File: src/rtl/top3_select.sv
// top3_select: streaming top-3 selector for the gesture classifier.
// Takes one signed score per accepted beat (class index order), keeps a sorted
// top-3 of (score, index) pairs and publishes the three indices once per frame.
// Optional feature: define TOP3_SELECT_THRESH_EN to add a confidence floor
// (i_thresh) that suppresses the update and flags o_reject instead.
module top3_select #(
  parameter int N_CLASS = 27,
  parameter int SCORE_W = 16
) (
  input  logic               i_clk,
  input  logic               i_rst_n,
  input  logic               i_start,
  input  logic               i_valid,
  input  logic [SCORE_W-1:0] i_score,
`ifdef TOP3_SELECT_THRESH_EN
  input  logic [SCORE_W-1:0] i_thresh,
  output logic               o_reject,
`endif
  output logic               o_ready,
  output logic [4:0]         o_tops      [0:2],
  output logic [4:0]         o_prev_tops [0:2],
  output logic [SCORE_W-1:0] o_top_score,
  output logic               o_done
);

  localparam logic [1:0] S_IDLE = 2'd0;
  localparam logic [1:0] S_SCAN = 2'd1;
  localparam logic [1:0] S_DONE = 2'd2;

  localparam logic [4:0]                LAST_IDX = 5'(N_CLASS - 1);
  localparam logic signed [SCORE_W-1:0] MOST_NEG = {1'b1, {(SCORE_W-1){1'b0}}};

  logic [1:0]                state_q, state_d;
  logic [4:0]                cnt_q, cnt_d;
  logic signed [SCORE_W-1:0] cand_score_q [0:2];
  logic signed [SCORE_W-1:0] cand_score_d [0:2];
  logic [4:0]                cand_idx_q   [0:2];
  logic [4:0]                cand_idx_d   [0:2];
  logic [4:0]                tops_q       [0:2];
  logic [4:0]                tops_d       [0:2];
  logic [4:0]                prev_tops_q  [0:2];
  logic [4:0]                prev_tops_d  [0:2];
  logic [SCORE_W-1:0]        top_score_q, top_score_d;
  logic                      done_q, done_d;
  logic                      reject_q, reject_d;
  logic                      publish;

  logic signed [SCORE_W-1:0] score_s;
  assign score_s = $signed(i_score);

  // Decide whether S_DONE publishes the candidates (threshold gate when enabled).
  always_comb begin
    publish  = 1'b1;
    reject_d = 1'b0;
`ifdef TOP3_SELECT_THRESH_EN
    if (state_q == S_DONE && cand_score_q[0] < $signed(i_thresh)) begin
      publish  = 1'b0;
      reject_d = 1'b1;
    end
`endif
  end

  // Next-state, sorted insertion and output-publish logic.
  always_comb begin
    state_d     = state_q;
    cnt_d       = cnt_q;
    cand_score_d = cand_score_q;
    cand_idx_d   = cand_idx_q;
    tops_d      = tops_q;
    prev_tops_d = prev_tops_q;
    top_score_d = top_score_q;
    done_d      = 1'b0;
    case (state_q)
      S_IDLE: begin
        if (i_start) begin
          for (int i = 0; i < 3; i++) begin
            cand_score_d[i] = MOST_NEG;
            cand_idx_d[i]   = 5'd0;
          end
          cnt_d   = 5'd0;
          state_d = S_SCAN;
        end
      end
      S_SCAN: begin
        if (i_valid) begin
          // Strictly-greater compare keeps the earlier index ahead on ties.
          if (score_s > cand_score_q[0]) begin
            cand_score_d[2] = cand_score_q[1];
            cand_idx_d[2]   = cand_idx_q[1];
            cand_score_d[1] = cand_score_q[0];
            cand_idx_d[1]   = cand_idx_q[0];
            cand_score_d[0] = score_s;
            cand_idx_d[0]   = cnt_q;
          end else if (score_s > cand_score_q[1]) begin
            cand_score_d[2] = cand_score_q[1];
            cand_idx_d[2]   = cand_idx_q[1];
            cand_score_d[1] = score_s;
            cand_idx_d[1]   = cnt_q;
          end else if (score_s > cand_score_q[2]) begin
            cand_score_d[2] = score_s;
            cand_idx_d[2]   = cnt_q;
          end
          cnt_d = cnt_q + 5'd1;
          if (cnt_q == LAST_IDX) begin
            state_d = S_DONE;
          end
        end
      end
      S_DONE: begin
        done_d  = 1'b1;
        state_d = S_IDLE;
        if (publish) begin
          prev_tops_d = tops_q;
          tops_d      = cand_idx_q;
          top_score_d = cand_score_q[0];
        end
      end
      default: state_d = S_IDLE;
    endcase
  end

  // State registers; reset discards any frame in progress immediately.
  always_ff @(posedge i_clk or negedge i_rst_n) begin
    if (!i_rst_n) begin
      state_q     <= S_IDLE;
      cnt_q       <= 5'd0;
      top_score_q <= '0;
      done_q      <= 1'b0;
      reject_q    <= 1'b0;
      for (int i = 0; i < 3; i++) begin
        cand_score_q[i] <= '0;
        cand_idx_q[i]   <= 5'd0;
        tops_q[i]       <= 5'd0;
        prev_tops_q[i]  <= 5'd0;
      end
    end else begin
      state_q      <= state_d;
      cnt_q        <= cnt_d;
      top_score_q  <= top_score_d;
      done_q       <= done_d;
      reject_q     <= reject_d;
      cand_score_q <= cand_score_d;
      cand_idx_q   <= cand_idx_d;
      tops_q       <= tops_d;
      prev_tops_q  <= prev_tops_d;
    end
  end

  generate
    for (genvar gi = 0; gi < 3; gi++) begin : g_out
      assign o_tops[gi]      = tops_q[gi];
      assign o_prev_tops[gi] = prev_tops_q[gi];
    end
  endgenerate

  assign o_ready     = (state_q == S_SCAN);
  assign o_top_score = top_score_q;
  assign o_done      = done_q;
`ifdef TOP3_SELECT_THRESH_EN
  assign o_reject    = reject_q;
`else
  logic unused_reject;
  assign unused_reject = reject_q;
`endif

endmodule
File: config.mk
export PLATFORM = sky130hd
export DESIGN_NAME = top3_select
export DESIGN_NICKNAME = d
export VERILOG_FILES = /design/src/rtl/top3_select.sv
export SDC_FILE = /design/constraint.sdc
export NUM_CORES = 1
export LEC_CHECK = 0
export ABC_AREA = 0
export CAP_MARGIN = 0
export CORE_ASPECT_RATIO = 1.1
export CORE_MARGIN = 3
export CORE_UTILIZATION = 52
export DETAILED_ROUTE_END_ITERATION = 10
export PLACE_DENSITY = 0.77
export SKIP_LAST_GASP = 1
export SYNTH_ARGS = -nofsm -noshare
export SYNTH_HDL_FRONTEND = slang
export SYNTH_SLANG_ARGS = --single-unit
File: constraint.sdc
create_clock -name i_clk -period 3.24 [get_ports i_clk]
set_input_delay 0.972 -clock i_clk [delete_from_list [all_inputs] [get_ports i_clk]]
set_output_delay 0.972 -clock i_clk [all_outputs]
set_load 0.05 [all_outputs]
## Word level (Yosys, flattened, before mapping)

Cells that the tools add are included.

| cells by class | value |
|---|---|
| equality and inequality tests | 9 |
| add/subtract/negate cells | 1 |
| muxes and demuxes | 24 |
| magnitude comparators | 3 |
| reduce and logical (&&, ||, !) cells | 7 |

Operator list:

| cell | number |
|---|---|
| 48-bit two-way mux | 2 |
| 48-bit case mux with 2 select lines | 1 |
| 16-bit two-way mux | 4 |
| 16-bit > comparator | 3 |
| 32-bit two-way mux | 1 |
| 15-bit two-way mux | 2 |
| 5-bit two-way mux | 6 |
| 15-bit case mux with 2 select lines | 1 |
| 4-bit AND reduction | 3 |
| 10-bit two-way mux | 1 |
| 5-bit case mux with 2 select lines | 1 |
| 2-bit two-way mux | 3 |
| 3-bit AND reduction | 2 |
| 5-bit by 1-bit adder with 5-bit output (second input constant) | 1 |
| 5-bit equality test (second input constant) | 1 |
| 2-bit by 1-bit inequality test with 1-bit output (second input constant) | 2 |
| 2-bit inequality test (second input constant) | 2 |
| 4-bit by 1-bit inequality test with 1-bit output (second input constant) | 1 |
| 2-bit case mux with 2 select lines | 1 |
| 3-bit by 1-bit inequality test with 1-bit output (second input constant) | 1 |
| 2-bit by 1-bit equality test with 1-bit output (second input constant) | 1 |
| 2-bit equality test (second input constant) | 1 |
| 2-bit zero test | 1 |
| 2-bit nonzero test | 1 |
| 1-bit two-way mux | 1 |

| storage, ports and cells | value |
|---|---|
| bits of input ports | 20 |
| logic and storage cells | 60 |
| output and inout port bits | 48 |
| bits in registers | 117 |

## Logic depth before layout (Yosys ltp)

| depth | value |
|---|---|
| word-level depth | 6 |
| mapped depth | 12 |
| gate-level depth less buffers | 10 |

## Worst setup path after synthesis

OpenSTA, ideal clock, no wires.

| timing | value |
|---|---|
| path kind | in2reg |
| start point | input i_score[5] |
| end point | register cand_idx_q[0] in the netlist's numbering |
| stages on the path | 11 |
| data required time | 3.115 ns |
| path buffers | 2 |
| library setup time | 0.125 ns |
| arrival time | 3.412 ns |
| setup slack | -0.297 ns |
| path through | ha_1 > a21oi_1 > o21ai_1 > a221o_1 > or4_1 > a211oi_2 > a21o_1 > buf_4 > o41ai_1 > buf_6 > mux2_4 |

| between the ends | value |
|---|---|
| word-level cells in the longest chain between the ends | 5 |
| elaborated cells between the ends (all ways) | 9 |
| those cells by class | 3 x order compare; 1 x eq/ne; 4 x mux; 1 x reduce/logical |

Ends and longest elaborated chain:

| what | line | RTL |
|---|---|---|
| start: declaration | 14 | `input logic [SCORE_W-1:0] i_score,` |
| 16-bit > comparator | 94 | `end else if (score_s > cand_score_q[1]) begin` |
| 5-bit two-way mux | 94 |  |
| 10-bit two-way mux | 87 | `if (score_s > cand_score_q[0]) begin` |
| 15-bit two-way mux | 85 | `if (i_valid) begin` |
| 15-bit case mux with 2 select lines | 73 | `case (state_q)` |
| end signal: assignment | 143 | `cand_idx_q <= cand_idx_d;` |
| end: declaration | 37 | `logic [4:0] cand_idx_q [0:2];` |

Several ways; a longest one is shown, not always the timed one. The select of a mux whose other input is x is not followed.
A chain may end at the register's enable or synchronous reset.

## Worst setup path in the final report

| timing | value |
|---|---|
| start point | input i_score[8] |
| end point | register cand_idx_q[2] in the netlist's numbering |

Same word-level chain as after synthesis.

==> impl_summary.txt <==
----------------------------------------------------
[Route]
  Final antenna-violating net count ... 0
  Routed wire per std cell ... 19.5 um
  First-pass DRT Iterations ... 7
  DRC viols ... 0
  Drt total wl ... 17.9 mm
  Detail-routed via count per cell ... 5.83
  Total via count after detailed routing ... 5349
  Number of violations reported at the end of detailed-routing iteration 0 ... 390

[Global route]
  Largest net degree at the start of global routing ... 63
  First-pass GRT wire length ... 27.4 mm
  Total overflow reported by the global router ... 0
  Initial antenna violation count ... 0
  Vias in the first global route ... 5538
  Overall fraction of global-route tracks in use ... 27.2%

[Logic synthesis]
  Number of warning messages in the yosys log ... 0
  Adder and majority cell fraction of the synthesized area ... 10.1%
  Syn avg cell area ... 9.93 um2
  Most common cell in the netlist ... sky130_fd_sc_hd__dfrtp_1
  Share of synthesized area spent on multiplexers ... 10.5%
  Synth cell count leaders ... sky130_fd_sc_hd__dfrtp_1, sky130_fd_sc_hd__nand2_1, sky130_fd_sc_hd__inv_1
  Simple-Gate Fraction of Synth Area ... 12.3%
  Cell type with the largest total area after synthesis ... sky130_fd_sc_hd__dfrtp_1
  Ranking of synthesized cells by area ... sky130_fd_sc_hd__dfrtp_1, sky130_fd_sc_hd__ha_1, sky130_fd_sc_hd__mux2_2
  Dominant register cell in the synthesized netlist ... sky130_fd_sc_hd__dfrtp_1
  Dominant combinational cell family by area after synthesis ... compound AO/OA/AOI/OAI gates
  Fraction of the mapped netlist area in compound gates ... 13.8%
  Unique masters post-synth ... 43
  FF+latch count, synth ... 117
  Area share of the leading cell type in the synthesized netlist ... 47.3%
  Cell count after synthesis ... 623
  Post-synth EDFFs ... 0
  Post-synthesis instance area ... 6190 um2
  Parity-gate share of the synthesized area counting xor and xnor cells ... 0.425%
  Async set or reset register ratio after synthesis ... 100%
  Nets in the synthesized netlist ... 693
  Sequential element share of the synthesized area ... 47.3%

[Run status]
  Status ... finished, violations left
  Violations in the final reports ... negative setup slack

[Die]
  Area of the die ... 13200 um2
  Die Span Y ... 120 um
  Count of pins on the block boundary ... 68
  Row count ... 41
  Die boundary width ... 110 um
  Core area ... 11500 um2
  Initial Util ... 53.6%

[Critical path]
  Biggest fanout along the worst timing path ... 5
  Required arrival time at the worst endpoint ... 3.54 ns
  Kind of critical path ... primary input to register
  Arrival time reported for the critical path endpoint ... 3.65 ns
  CP endpoint kind ... register
  Length in cells of the worst reg-to-reg path ... 13
  Startpoint types ... primary input

[STA]
  Minimum setup slack in the final design ... -0.119 ns
  Total of endpoints with negative setup slack in the final report ... 15
  Post-layout minimum cycle time ... 3.36 ns
  Worst Hold Margin ... 0.475 ns
  Tcrit/Tclk final ... 104%
  Achievable clock frequency ... 298 MHz
  Final hold viol count ... 0
  Final Slew Violations ... 0
  Final total negative setup slack ... -1.14 ns
  Setup repair after global routing missed its margin ... yes
  Worst slew margin relative to its limit ... 20.6%
  Worst setup skew after layout ... 0.00627 ns
  Worst Max-Slew Pin Slew ... 1.19 ns

[Worst hold path]
  Hold Path Class ... register to register
  Hold path cells ... 2

[Power and ir drop]
  Reg power frac ... 27.8%
  Peak supply drop ... 443 uV
  Cell leakage power ... 4.09 nW
  NetSw ... 2.68 mW
  Portion of total power attributed to the clock network ... 27.7%
  Net switching fraction of the power ... 36.5%
  PwrDens ... 839 nW/um2
  Internal Pwr Total ... 4.67 mW
  Share of total power in combinational logic ... 44.5%

[CTS]
  Clock transition at path regs ... 0.05 ns
  CTS tree ... built
  Number of buffers added by the clock tree synthesis step ... 17
  TritonCTS sink count ... 117
  Maximum number of buffers from clock root to sink ... 2
  Clock Tree Root ... sky130_fd_sc_hd__clkbuf_16
  Max H-tree Level ... 4
  Clock Latency Late Sink ... 0.41 ns

[Finish]
  Number of filler cells placed in the layout ... 735
  Area of combinational cells with multiple inputs ... 3440 um2
  ANT cells ... 0
  Area used by sequential logic in the layout ... 2930 um2
  Area Growth Syn to Fin ... 41.8%
  Share of layout cells above drive strength 1 ... 29.4%
  Number of nets at the end of the flow ... 825

[Placement]
  # port buffers ... 67
  Post-detailed-placement half-perimeter wirelength ... 11.8 mm
  GP Congestion ... 0.968
  Worst slack, placed ... -1.02 ns

[Run]
  MaxCap Viol Count ... 0

----------------------------------------------------
[layout make-up]
cell class                 instances  area share, %
multi-input combinational        419           39.2
sequential                       117           33.4
timing repair buffer             148           15.7
clock buffer                      21           5.36
inverter                          52           2.23
tap                              150           2.14
clock inverter                    11           1.97
[sequential cells by signal, summed over array words and instances, names as in the netlist]
name,cells
cand_score_q,48
o_top_score,16
cand_idx_q,15
o_prev_tops,15
o_tops,15
cnt_q,5
state_q,2
o_done,1
[cell usage in the layout, fill, tap and decap left out, drive strengths merged, types with 2 or more instances in the layout]
cell,synthesis,routed
nor2,24,24
clkdlybuf4s50,0,49
o21ai,49,49
nor3,3,3
clkinv,0,5
mux2,38,38
nand2,90,90
nand4,13,13
ha,50,50
or4,2,2
inv,52,53
mux2i,20,20
dfrtp,117,117
nand2b,4,4
a21oi,30,30
nor4,2,2
buf,5,92
nand3,24,24
o31ai,20,20
a21o,10,10
nor2b,5,5
xor2,3,3
a211oi,3,3
o21a,2,2
bufinv,0,4
o31a,14,14
clkbuf,30,25
[worst paths after layout]
path	to	start	slack, ns
setup / recovery	cand_idx_q[2]	i_score[8]	-0.12
hold / removal	cand_score_q[19]	cand_score_q[19]	0.47
setup reg to reg	cand_idx_q[2]	cand_score_q[42]	0.07
hold reg to reg	cand_score_q[19]	cand_score_q[19]	0.47
max in group asynchronous	cand_score_q[4]	i_rst_n	1.96
min in group asynchronous	o_tops[7]	i_rst_n	0.52
[power by group through the flow]
stage | Sequential, mW | Combinational, mW | Clock [mW]
6_report | 2.05 | 3.28 | 2.04
5_1_grt | 2.09 | 3.56 | 2.12
3_3_place_gp | 2.04 | 2.60 | 0
2_1_floorplan | 1.99 | 1.79 | 0
4_1_cts | 2.04 | 3.00 | 2.05
3_5_place_dp | 2.06 | 2.72 | 0
[logic make-up after synthesis]
logic type	Yosys count
AOI/OAI and AO/OA	136
xor gates and xnor gates	3
adders and majority gates	50
buffers and inverters	87
DFF	117
muxes	58
and+or+nand+nor	172
[critical path, cell delays in order]
cell	delay (ns)
sky130_fd_sc_hd__buf_6	0.10
sky130_fd_sc_hd__buf_6	0.13
sky130_fd_sc_hd__ha_4	0.27
sky130_fd_sc_hd__nand4_1	0.21
sky130_fd_sc_hd__nor4_4	0.34
sky130_fd_sc_hd__buf_4	0.15
sky130_fd_sc_hd__nand4_1	0.13
sky130_fd_sc_hd__o311a_4	0.17
sky130_fd_sc_hd__a211oi_4	0.25
sky130_fd_sc_hd__a21o_1	0.21
sky130_fd_sc_hd__o41ai_4	0.11
sky130_fd_sc_hd__buf_4	0.19
sky130_fd_sc_hd__buf_12	0.13
sky130_fd_sc_hd__mux2_4	0.29
[timing repair]
| item | CTS | global route |
|---|---|---|
| pin swaps | 18 | 25 |
| endpoints found under the setup margin | 63 | 32 |
| endpoints found under the hold margin | 0 | 0 |
| buffers inserted | 11 | 10 |
| cloned | 1 | 0 |
| hold buffers | 0 | 0 |
| gates resized for setup | 89 | 50 |
[routing by layer]
metal  share of wire (%)  GRT usage, %  up-vias
met4                 5.2          15.7        0
li1                    -             -     2440
met2                  52          47.0      198
met5                   0             0        -
met1                  37          30.6     2657
met3                 5.2          5.66       54
[stage by stage]
stage                     utilization [%]  power [mW]  cell area [um2]  std cells
after detailed placement             65.8        4.77             7590        866
after global routing                 76.0        7.77             8770        918
after CTS                            73.4        7.09             8470        909
after global placement               65.8        4.64             7590        866
after floorplan                         -        3.79             6370        623
final                                76.0        7.36             8770        918
(Power assumes the default switching activity.)
